===== config.mk =====
export PLATFORM = sky130hd
export DESIGN_NAME = cache_line_fill
export DESIGN_NICKNAME = d
export VERILOG_FILES = /design/src/rtl/cache_line_fill.sv
export SDC_FILE = /design/constraint.sdc
export NUM_CORES = 1
export LEC_CHECK = 0
export CAP_MARGIN = 15
export CELL_PAD_IN_SITES_DETAIL_PLACEMENT = 1
export CELL_PAD_IN_SITES_GLOBAL_PLACEMENT = 2
export CORE_ASPECT_RATIO = 0.8
export CORE_MARGIN = 2
export CORE_UTILIZATION = 20
export CTS_BUF_LIST = sky130_fd_sc_hd__clkbuf_4
export DETAILED_ROUTE_END_ITERATION = 6
export PLACE_DENSITY = 0.91
export SETUP_SLACK_MARGIN = 0.02
export SYNTH_ARGS = -nofsm -noshare
export SYNTH_HDL_FRONTEND = slang
export SYNTH_SLANG_ARGS = --single-unit
export TNS_END_PERCENT = 100

===== constraint.sdc =====
create_clock -name clk -period 2.64 [get_ports clk]
set_clock_uncertainty 0.1 [all_clocks]
set_input_delay 0.792 -clock clk [delete_from_list [all_inputs] [get_ports clk]]
set_output_delay 0.792 -clock clk [all_outputs]
set_load 0.005 [all_outputs]

===== src/rtl/cache_line_fill.sv =====
// Miss-service engine: optional dirty-victim write-back, then critical-word-first
// line refill from a word-wide memory bus, one word per request/response pair.
module cache_line_fill #(
    parameter  int ADDR_W     = 32,
    parameter  int LINE_WORDS = 4,
    localparam int OFS_W      = $clog2(LINE_WORDS)
) (
    input  logic              clk,
    input  logic              rst_n,
    input  logic              miss_req,
    input  logic [ADDR_W-1:0] miss_addr,
    input  logic              victim_dirty,
    input  logic [ADDR_W-1:0] victim_addr,
    output logic [OFS_W-1:0]  victim_widx,
    input  logic [31:0]       victim_rdata,
    output logic              fill_we,
    output logic [OFS_W-1:0]  fill_widx,
    output logic [31:0]       fill_wdata,
    output logic              miss_done,
    output logic              busy,
    output logic              mem_req,
    output logic              mem_we,
    output logic [ADDR_W-1:0] mem_addr,
    output logic [31:0]       mem_wdata,
    input  logic              mem_gnt,
    input  logic              mem_rvalid,
    input  logic [31:0]       mem_rdata
);
    localparam int              TAG_W = ADDR_W - OFS_W - 2;
    localparam logic [OFS_W:0]  LAST  = (OFS_W + 1)'(LINE_WORDS - 1);

    typedef enum logic [2:0] {IDLE, WB, RD_REQ, RD_WAIT, DONE} state_t;

    state_t           state, state_nxt;
    logic [OFS_W:0]   cnt, cnt_nxt;
    logic [TAG_W-1:0] miss_tag, victim_tag;
    logic [OFS_W-1:0] crit, rd_idx, wb_idx;
    logic             accept;

    // Only line-base and word-offset bits matter; byte offsets are dropped.
    logic unused_bits;
    assign unused_bits = ^{miss_addr[1:0], victim_addr[OFS_W+1:0]};

    assign wb_idx = cnt[OFS_W-1:0];
    assign rd_idx = crit + cnt[OFS_W-1:0];  // wraps mod LINE_WORDS by width

    always_ff @(posedge clk or negedge rst_n) begin
        if (!rst_n) begin
            state      <= IDLE;
            cnt        <= '0;
            miss_tag   <= '0;
            victim_tag <= '0;
            crit       <= '0;
        end else begin
            state <= state_nxt;
            cnt   <= cnt_nxt;
            if (accept) begin
                miss_tag   <= miss_addr[ADDR_W-1:OFS_W+2];
                victim_tag <= victim_addr[ADDR_W-1:OFS_W+2];
                crit       <= miss_addr[OFS_W+1:2];
            end
        end
    end

    always_comb begin
        state_nxt   = state;
        cnt_nxt     = cnt;
        accept      = 1'b0;
        victim_widx = '0;
        fill_we     = 1'b0;
        fill_widx   = '0;
        fill_wdata  = '0;
        miss_done   = 1'b0;
        mem_req     = 1'b0;
        mem_we      = 1'b0;
        mem_addr    = '0;
        mem_wdata   = '0;
        busy        = (state != IDLE);
        case (state)
            IDLE: begin
                if (miss_req) begin
                    accept    = 1'b1;
                    cnt_nxt   = '0;
                    state_nxt = victim_dirty ? WB : RD_REQ;
                end
            end
            WB: begin
                mem_req     = 1'b1;
                mem_we      = 1'b1;
                victim_widx = wb_idx;
                mem_addr    = {victim_tag, wb_idx, 2'b00};
                mem_wdata   = victim_rdata;
                if (mem_gnt) begin
                    if (cnt == LAST) begin
                        cnt_nxt   = '0;
                        state_nxt = RD_REQ;
                    end else begin
                        cnt_nxt = cnt + 1'b1;
                    end
                end
            end
            RD_REQ: begin
                mem_req  = 1'b1;
                mem_addr = {miss_tag, rd_idx, 2'b00};
                if (mem_gnt) state_nxt = RD_WAIT;
            end
            RD_WAIT: begin
                // Response data goes straight into the array; nothing is buffered.
                if (mem_rvalid) begin
                    fill_we    = 1'b1;
                    fill_widx  = rd_idx;
                    fill_wdata = mem_rdata;
                    cnt_nxt    = cnt + 1'b1;
                    state_nxt  = (cnt == LAST) ? DONE : RD_REQ;
                end
            end
            DONE: begin
                miss_done = 1'b1;
                state_nxt = IDLE;
            end
            default: state_nxt = IDLE;
        endcase
    end
endmodule


# == Word level (Yosys, flattened, before mapping) ==
# Index checks and enable logic that the tools add are counted.
# classes
addsub,2
eq_ne,10
muxes,27
reduce_logical,6
# ops
cell,count
$mux 32,3
$pmux 32 s2,1
$mux 3,10
$pmux 3 s4,1
$ne 2x2->1 const B,5
$eq 3x2->1 const B,3
$pmux 3 s3,1
$mux 2,4
$mux 1,7
$reduce_bool 3->1,2
$reduce_and 5->1,1
$reduce_and 4->1,1
$add 3x1->3 const B,1
$eq 3x1->1 const B,1
$eq 3x3->1 const B,1
$logic_not 3->1,1
$add 2x2->2,1
$reduce_or 2->1,1
# word_totals
reg_bits,64
inputBits,134
out_inout_bits,105
wordCells,50

# == Longest topological paths before layout ==
# Gate-level depths: netlist of the first run.
# depth
depth_word,4
mapped_depth,6
depth_no_buf,6

# == Least setup slack after synthesis of the first run ==
# No wires, ideal clock.
# synth_path
kind,input-to-output
start,in mem_rvalid
end,out fill_wdata[10]
arrival_time_ns,1.397
required_ns,1.748
setup_slack_ns,0.351
cell_stages,4
n_path_buf,1
cell_sequence,nand2_1 > nor2_2 > clkbuf_1 > and2_1
# synth_via
elab_chain_len,2
# synth_rtl
item,line_no,rtl
from (decl),26,"input logic mem_rvalid,"
$mux 32,109,if (mem_rvalid) begin
$mux 32,79,case (state)
to (decl),18,"output logic [31:0] fill_wdata,"
# No other way between the ends.

# == Worst setup path in the final report of the first run ==
# layout_path
start,reg state[2]
end,out mem_addr[3]
# layout_via
elab_chain_len,2
elab_cells_between_ends,3
classes_between,2 x eq/ne; 1 x mux
# layout_rtl
item,line_no,rtl
from (decl),34,"state_t state, state_nxt;"
from (signal assigned),55,state <= state_nxt;
$eq 3x2->1 / $eq 3x1->1 (equally long branches),79,
$pmux 32 s2 *,79,
to (decl),23,"output logic [ADDR_W-1:0] mem_addr,"
# Every way passes the cells marked *; elsewhere a longest branch is shown, timed or not.

==> results.yml, run 1 <==
outcome:
  status: "finished, violations left"
  violations: "setup timing"
grt:
  antenna_found_initial: 0
  grt_max_degree: 35
  first_global_vias: 3994
  grt_first_pass_wirelength_mm: 23.31
  grt.total_usage_pct: 17.08
  grt_overflow: 0
drt:
  antenna_left: 0
  vias_per_cell: 4.443
  drc_errors: 0
  drt-initial-drc-count: 57
  first_pass_iters: 4
  wl_per_cell_um: 19.83
  wl_mm: 15.86
  vias: 3554
timing:
  final-hold-violation-count: 0
  hold_slack_ns: 0.1328
  fmax_mhz: 352.5
  setup_tns_ns: -7.505
  period_minus_slack_ns: 2.837
  setup_ws_ns: -0.1968
  rsz0062_at_grt: "true"
  setup_viol: 68
  final-max-slew-violation-count: 0
  period_share_pct: 107.5
yosys:
  synth_ff_type: "dfrtp_1"
  netlist_area_mm2: 0.003445
  synth-edff-count: 0
  synthArstFlopShare_pct: 100.0
  yosysUniqueCellTypes: 35
  synth_cells: 291
  synth_compound_area_share_pct: 9.590
  synth_top_family_by_area: "multiplexers"
  ys_seq_area_share_pct: 46.49
  yosys_warnings: 0
  synth_fa_ha_area_share_pct: 1.453
  syn_avg_cell_area_um2: 11.84
  synth_simple_gate_area_share_pct: 17.44
  synthMuxAreaShare_pct: 20.52
  synth_xor_area_share_pct: 0.2543
  ys_ff_latch: 64
finish:
  final_util_pct: 42.83
  syn_to_final_growth_pct: 107.8
  antenna_cells_inserted: 0
  final_nets: 715
  drive_above_1_share_pct: 55.34
clock_tree:
  htreeDepth: 3
  postCtsHoldBufs: 0
  cts_num_sinks: 64
  clock_path_buffers: 2
  cts_tree: "built"
  clk_pin_slew_ns: 0.09
  cts_buffers: 9
  clkLatencyLatePin_ns: 0.41
  cts_root_buf: "clkbuf_4"
critical_path:
  critPathLaunchType: "flip-flop"
  path_cells: "buf_6, buf_6, nor3b_4, buf_12, buf_12, buf_16, a22o_1, buf_2"
  cp.required_ns: 1.75
  critical_path.slowest_cell: "dfrtp_1"
  r2r-start: "state[2]"
  crit_path_end_kind: "primary output"
  worstPathArrival_ns: 1.94
  path_buf_inv: 6
  slowest_delay_ns: 0.42
  crit_start: "state[2]"
  worst-setup-path-type: "flip-flop to primary output"
  crit_fanout: 7
  cp_top_family: "buffers and inverters"
placed_design:
  hpwl_mm: 9.838
  post-place-ws_ns: -0.6689
  port_buffers: 230
  place_congestion: 0.7721
power_and_ir_drop:
  max-vdd-ir-drop_mv: 0.4194
  p_leak_nw: 3.256
  p_per_area_mw_per_mm2: 917.6
  totalPowerFinal_w: 0.006568
die:
  initial_core_util_pct: 20.61
  ioPinCount: 239
  die_h_um: 121.4
  num_rows: 42
  die_w_um: 150.7
  coreArea_mm2: 0.01671
  die-area_mm2: 0.01830
job:
  max_cap_viol_count: 0
worst_hold_path:
  hold_path_class: "input pin to asynchronous set/reset pin"
-- placed cells by master (no fill, tap or decap), types with 3 or more instances in the layout --
master / instances
buf_16: 7
clkdlybuf4s50_1: 125
buf_2: 38
dfrtp_1: 63
mux2_2: 60
buf_4: 16
clkbuf_4: 9
buf_6: 86
buf_8: 4
and2_1: 3
buf_12: 18
a22o_1: 30
nand2b_1: 4
and2_4: 64
nor3b_1: 3
ha_1: 4
-- power by group --
part / internal (W) / switching, W / leakage [nW] / total [W]
clock: 0.000368 / 0.000338 / 0.0791 / 0.000705
combinational: 0.00259 / 0.00157 / 2.40 / 0.00415
sequential: 0.00145 / 0.000264 / 0.782 / 0.00171
total: 0.00440 / 0.00217 / 3.26 / 0.00657
-- final timing paths --
kind	to	slack [ns]	cells after the start
min reg2reg	miss_tag[22]	0.41	1
min	crit[1]	0.13	1
min in group clk	miss_tag[22]	0.41	1
max in group asynchronous	miss_tag[20]	1.68	2
max reg2reg	victim_tag[6]	0.46	6
max	mem_addr[3]	-0.20	8
-- cells by family (layout without fill, tap and decap cells) --
logic type                 after synthesis  after routing
adders and majority gates                4              4
muxes                                   63             63
AOI/OAI and AO/OA                       40             40
other                                    1              2
buffers and inverters                   26            314
and+or+nand+nor                         92             92
xor gates and xnor gates                 1              1
DFF                                     64             64
-- stage by stage --
stage / instance area, um2 / std cells
floorplan: 3448 / 292
global placement: 6098 / 734
detailed placement: 6098 / 734
CTS: 6919 / 800
global route: 7158 / 800
finish: 7158 / 800
-- final cells by class --
| type | instances | area, um2 |
|---|---|---|
| clock inverter | 5 | 73.82 |
| fill | 1745 | 9553 |
| clock buffer | 9 | 67.56 |
| inverter | 2 | 7.507 |
| multi-input combinational | 202 | 1923 |
| timing repair buffer | 298 | 3208 |
| tap | 220 | 275.3 |
| sequential | 64 | 1603 |
-- flip-flops by register name (all words and copies together), names as in the netlist --
name and count:
cnt 3, crit 2, miss_tag 28, state 3, victim_tag 28
-- worst reg2reg max path, cell delays in order, from the launching register on --
cell and delay [ns]:
dfrtp_1 0.42, buf_6 0.13, buf_6 0.11, buf_4 0.14, nor4b_4 0.50, buf_12 0.27, mux2_2 0.41
-- repair_timing --
action                                  CTS  global route
setup buffers                            40             7
cloned                                   13             2
endpoints found under the hold margin     0             0
pin swaps                                47            50
endpoints found under the setup margin  103           103
gates resized for setup                 522            84
-- cells in the mapped netlist (2+ instances only) --
cell type / instances / area [um2]
mux2_2: 60 / 675.7
dfrtp_1: 64 / 1602
nand3b_1: 2 / 15.01
mux2i_1: 2 / 20.02
buf_2: 12 / 60.06
nor3b_1: 5 / 37.54
nand2b_1: 5 / 31.28
inv_1: 2 / 7.510
a22o_1: 30 / 262.8
nor2b_1: 2 / 12.51
o21ai_0: 2 / 10.01
clkbuf_1: 6 / 22.52
and2_1: 67 / 419.2
ha_1: 4 / 50.05
a21oi_1: 2 / 10.01
buf_4: 4 / 30.03
buf_6: 2 / 22.52
nor3_1: 3 / 15.01
-- routing by layer --
metal / vias to the layer above / routed length [um] / share of wire [%] / track usage (%)
met4: 0 / 431 / 2.7 / 5.374
li1: 1596 / - / - / -
met3: 30 / 1041 / 6.6 / 5.639
met1: 1786 / 6181 / 39 / 19.49
met5: - / 0 / 0 / 0
met2: 142 / 8207 / 52 / 30.14
Power figures use the tool's default switching activity.
==> run 2: changes to the inputs <==
--- a/config.mk
+++ b/config.mk
@@ -9,7 +9,7 @@
 export CELL_PAD_IN_SITES_DETAIL_PLACEMENT = 1
 export CELL_PAD_IN_SITES_GLOBAL_PLACEMENT = 2
 export CORE_ASPECT_RATIO = 0.8
-export CORE_MARGIN = 2
+export CORE_MARGIN = 10
 export CORE_UTILIZATION = 20
 export CTS_BUF_LIST = sky130_fd_sc_hd__clkbuf_4
 export DETAILED_ROUTE_END_ITERATION = 6
==> run 2 against run 1 <==
- the run still ends with setup timing left
- critical endpoint is now mem_addr[7]
- highest routed layer unchanged
- clock power is 22% higher
- count of clock-buffer cells in the layout stayed put
- first-iteration DRC count is 110% higher
- sequential share of layout area is 0.10 points higher
==> results.yml, run 2 (synthesis results as in run 1) <==
grt:
  grt.total_usage_pct: 13.96
  first_global_vias: 3847
  grt_max_degree: 47
  antenna_found_initial: 0
  grt_first_pass_wirelength_mm: 24.74
  grt_overflow: 0
critical_path:
  crit_path_end_kind: "primary output"
  worst-setup-path-type: "flip-flop to primary output"
  cp.required_ns: 1.75
  worstPathArrival_ns: 1.97
  critical_path.slowest_cell: "dfrtp_1"
  path_cells: "buf_6, buf_6, nor3b_4, buf_6, buf_6, buf_12, buf_12, a22o_1, buf_2"
  crit_fanout: 7
  critPathLaunchType: "flip-flop"
  r2r_end: "victim_tag[3]"
  cpMostUsedCell: "buf_6"
  reg2reg_slack_ns: 0.45
  r2r-start: "state[2]"
  rr_worst_depth: 6
  slowest_delay_ns: 0.42
drt:
  vias_per_cell: 4.294
  drc_errors: 0
  vias: 3431
  first_pass_iters: 4
  wl_per_cell_um: 21.25
  antenna_left: 0
  wl_mm: 16.98
  drt-initial-drc-count: 118
power_and_ir_drop:
  p_seq_share_pct: 26.1
  p_leak_nw: 3.228
  power_frac_comb_pct: 60.9
  p_clk_share_pct: 13.0
  switching_share_pct: 32.79
  internal_power_w: 0.004424
  max-vdd-ir-drop_mv: 0.4414
  p_per_area_mw_per_mm2: 924.5
  p_sw_w: 0.002158
placed_design:
  place_congestion: 0.8701
  port_buffers: 230
  hpwl_mm: 11.73
finish:
  mostFrequentLayoutCell: "clkdlybuf4s50_1"
  final_util_pct: 42.60
  antenna_cells_inserted: 0
  drive_above_1_share_pct: 55.44
  syn_to_final_growth_pct: 106.7
  n_fill_cell: 1781
  top_regs: "miss_tag (28), victim_tag (28)"
  final_nets: 712
  mostFrequentLayoutCells: "clkdlybuf4s50_1 (125), buf_6 (88), and2_4 (67), dfrtp_1 (64), mux2_2 (60)"
clock_tree:
  clkLatencyLatePin_ns: 0.43
  cts_num_sinks: 64
  htreeDepth: 3
  cts_buffers: 9
  cts_root_buf: "clkbuf_4"
  postCtsHoldBufs: 0
  clk_pin_slew_ns: 0.12
  clock_path_buffers: 2
  cts_tree: "built"
timing:
  fmax_mhz: 350.0
  period_share_pct: 108.2
  hold_slack_ns: 0.1983
  period_minus_slack_ns: 2.857
  final-max-slew-violation-count: 0
  relSlewSlack_pct: 65.51
  worst_pin_slew_ns: 0.5152
  final-hold-violation-count: 0
  setup_ws_ns: -0.2171
  setup_viol: 70
  rsz0062_at_grt: "true"
outcome:
  violations: "setup timing"
  status: "finished, violations left"
die:
  die-area_mm2: 0.02290
  die_w_um: 166.7
  coreArea_mm2: 0.01671
  num_rows: 42
  die_h_um: 137.4
  initial_core_util_pct: 20.61
  ioPinCount: 239
worst_hold_path:
  hold_path_class: "input pin to asynchronous set/reset pin"
job:
  max_cap_viol_count: 0
-- run 2: final cells by class --
type	instances	area, um2	area share, %
Timing Repair Buffer	295	3144	44.17
Tap cell	220	275.3	3.866
Sequential cell	64	1602	22.50
Multi-Input combinational cell	202	1913	26.87
Clock buffer	9	67.56	0.9490
Clock inverter	7	110.1	1.547
Inverter	2	7.507	0.1054
-- run 2: worst max path at each step --
stage | from | to | slack, ns
floorplan | mem_rvalid | fill_wdata[10] | 0.35
global placement | mem_rvalid | fill_widx[1] | -0.63
detailed placement | mem_rvalid | fill_wdata[16] | -0.68
CTS | state[2] | mem_addr[7] | -0.25
global route | state[2] | mem_addr[7] | -0.33
finish | state[2] | mem_addr[7] | -0.22
-- run 2: routing by layer --
layer | track usage [%] | share of wire [%] | vias to the layer above
met5 | 0 | 0 | -
met4 | 2.532 | 0.97 | 0
met3 | 5.154 | 6.1 | 11
met2 | 26.03 | 54 | 122
met1 | 15.03 | 39 | 1710
li1 | - | - | 1588
-- run 2: power by group through the flow --
stage | clock network, W | registers [W] | logic, W
final | 0.000858 | 0.00172 | 0.00401
after global routing | 0.000948 | 0.00178 | 0.00428
after CTS | 0.000895 | 0.00172 | 0.00374
after detailed placement | 0 | 0.00174 | 0.00305
after global placement | 0 | 0.00168 | 0.00294
after floorplan | 0 | 0.00165 | 0.00139
-- run 2: repair_timing --
| item | in CTS | in global routing |
|---|---|---|
| gates resized for setup | 494 | 118 |
| endpoints found under the setup margin | 103 | 103 |
| setup buffers | 32 | 10 |
| pin swaps | 38 | 57 |
| gates cloned | 13 | 1 |
-- run 2: metrics by stage --
step	TNS [ns]	total power (W)	setup slack (ns)	std cells	instance area, um2
after CTS	-10.98	0.006359	-0.2464	797	6736
after global routing	-17.11	0.007008	-0.3280	799	7119
final	-6.939	0.006582	-0.2171	799	7119
after detailed placement	-28.04	0.004782	-0.6758	736	6088
after floorplan	0	0.003038	0.3506	292	3448
after global placement	-26.09	0.004620	-0.6334	736	6088
-- run 2: worst max-delay path, delay by kind of cell (launching register included) --
kind,cells,cell delay (ns)
AO/OA/AOI/OAI,1,0.11
buffers and inverters,7,0.83
flip-flops,1,0.42
AND/OR/NAND/NOR,1,0.18
==> run 3: changes to the inputs <==
--- a/config.mk
+++ b/config.mk
@@ -8,7 +8,7 @@
 export CAP_MARGIN = 15
 export CELL_PAD_IN_SITES_DETAIL_PLACEMENT = 1
 export CELL_PAD_IN_SITES_GLOBAL_PLACEMENT = 2
-export CORE_ASPECT_RATIO = 0.8
+export CORE_ASPECT_RATIO = 2
 export CORE_MARGIN = 10
 export CORE_UTILIZATION = 20
 export CTS_BUF_LIST = sky130_fd_sc_hd__clkbuf_4
==> run 3 against run 2 <==
- the flow still finishes with violations (setup timing)
- combinational power fell by 4%
- utilization is 1.3 points lower
- flip-flop and latch count unchanged
- clock power shrank 3.5%
- die area rose by 1.2%
- cell count is 2.5% lower
- global-route usage fell by 0.12 points
==> results.yml, run 3 (synthesis results as in run 1) <==
grt:
  met1_usage_pct: 13.01
  grt_max_degree: 43
  first_global_vias: 4007
  grt_overflow: 0
  grt.total_usage_pct: 13.84
  grt_first_pass_wirelength_mm: 24.79
  antenna_found_initial: 1
  met2_usage_pct: 27.77
  grt_use_met3_pct: 3.850
  top_usage_layer: "met2"
outcome:
  violations: "setup timing"
  status: "finished, violations left"
drt:
  vias_per_cell: 4.370
  wl_mm: 16.85
  drt-initial-drc-count: 61
  vias: 3404
  wl_per_cell_um: 21.63
  first_pass_iters: 4
  drc_errors: 0
  antenna_left: 0
timing:
  setup_viol: 36
  relSlewSlack_pct: 63.39
  hold_slack_ns: 0.2627
  period_share_pct: 102.9
  final-hold-violation-count: 0
  fmax_mhz: 368.0
  final-max-slew-violation-count: 0
  setup_ws_ns: -0.07722
  rsz0062_at_grt: "true"
  worst_pin_slew_ns: 0.5492
  period_minus_slack_ns: 2.717
finish:
  fin_area_mm2: 0.006954
  final_util_pct: 41.27
  stdcell_count: 779
  mostFrequentLayoutCells: "clkdlybuf4s50_1 (125), buf_6 (81), dfrtp_1 (64), and2_4 (62), mux2_2 (60)"
  drive_above_1_share_pct: 53.60
  mostFrequentLayoutCell: "clkdlybuf4s50_1"
  syn_to_final_growth_pct: 101.9
  register_area_mm2: 0.001602
  final_nets: 702
  n_fill_cell: 1800
  multi_input_area_mm2: 0.001909
  top_regs: "miss_tag (28), victim_tag (28)"
die:
  ioPinCount: 239
  num_rows: 67
  coreArea_mm2: 0.01685
  die_w_um: 112.8
  die_h_um: 205.6
  die-area_mm2: 0.02319
  initial_core_util_pct: 20.44
placed_design:
  place_congestion: 0.8146
  dp.cells: 723
  hpwl_mm: 12.10
  port_buffers: 230
  place_area_mm2: 0.006110
critical_path:
  rr_worst_depth: 6
  crit_path_end_kind: "primary output"
  cp.required_ns: 1.75
  r2r_end: "cnt[2]"
  r2r-start: "state[0]"
  worstPathArrival_ns: 1.83
  crit_fanout: 5
  critPathLaunchType: "flip-flop"
  worst-setup-path-type: "flip-flop to primary output"
  reg2reg_slack_ns: 0.63
  crit_start: "state[0]"
  crit_end: "mem_addr[26]"
clock_tree:
  postCtsHoldBufs: 0
  clk_pin_slew_ns: 0.11
  cts_buffers: 9
  htreeDepth: 3
  cts_num_sinks: 64
  cts_tree: "built"
  clock_path_buffers: 2
  clkLatencyLatePin_ns: 0.40
  cts_root_buf: "clkbuf_4"
job:
  max_cap_viol_count: 0
power_and_ir_drop:
  max-vdd-ir-drop_mv: 0.4203
  p_leak_nw: 3.157
  totalPowerFinal_w: 0.006394
  p_per_area_mw_per_mm2: 919.4
worst_hold_path:
  hold_path_class: "input pin to asynchronous set/reset pin"
## run 3: layout make-up
| class | count | share of cell area [%] |
|---|---|---|
| antenna | 3 | 0.1080 |
| clock buffer | 9 | 0.9716 |
| clock inverter | 7 | 1.583 |
| inverter | 2 | 0.1080 |
| multi-input combinational | 202 | 27.46 |
| sequential | 64 | 23.03 |
| tap | 207 | 3.724 |
| timing repair buffer | 285 | 43.02 |
## run 3: where the power goes
part	switching, W	total, W	internal (W)
sequential	0.000261	0.00170	0.00144
clock	0.000356	0.000828	0.000472
combinational	0.00146	0.00386	0.00240
total	0.00208	0.00639	0.00431
## run 3: critical path: stages, from the launching register on
cell and delay, ns:
dfrtp_1 0.42, buf_6 0.13, nand2b_4 0.09, nor2_4 0.06
buf_6 0.12, buf_12 0.14, buf_16 0.13, a22o_1 0.21
buf_2 0.14
## run 3: worst min-delay path by stage
stage / cells after the start / end / start
floorplan: 1 / miss_tag[22] / miss_tag[22]
global placement: 1 / miss_tag[22] / miss_tag[22]
detailed placement: 1 / miss_tag[26] / miss_tag[26]
CTS: 1 / victim_tag[4] / rst_n
global route: 1 / victim_tag[4] / rst_n
finish: 1 / victim_tag[4] / rst_n
## run 3: repair_timing
action                                  CTS  global route
resized for setup                       499            84
pin swaps                                38            44
cloned                                   11             1
endpoints found under the setup margin  103            98
buffers inserted                         30             1
## run 3: metal layers
| layer | up-vias | wire (um) |
|---|---|---|
| met3 | 11 | 906 |
| met5 | - | 0 |
| met1 | 1702 | 5510 |
| li1 | 1566 | - |
| met2 | 125 | 10220 |
| met4 | 0 | 214 |
## run 3: stage by stage
step | setup slack [ns] | TNS, ns
after detailed placement | -0.6726 | -27.02
after CTS | -0.1174 | -3.521
final | -0.07722 | -1.462
after global routing | -0.1746 | -7.156
after global placement | -0.6482 | -25.90
after floorplan | 0.3506 | 0
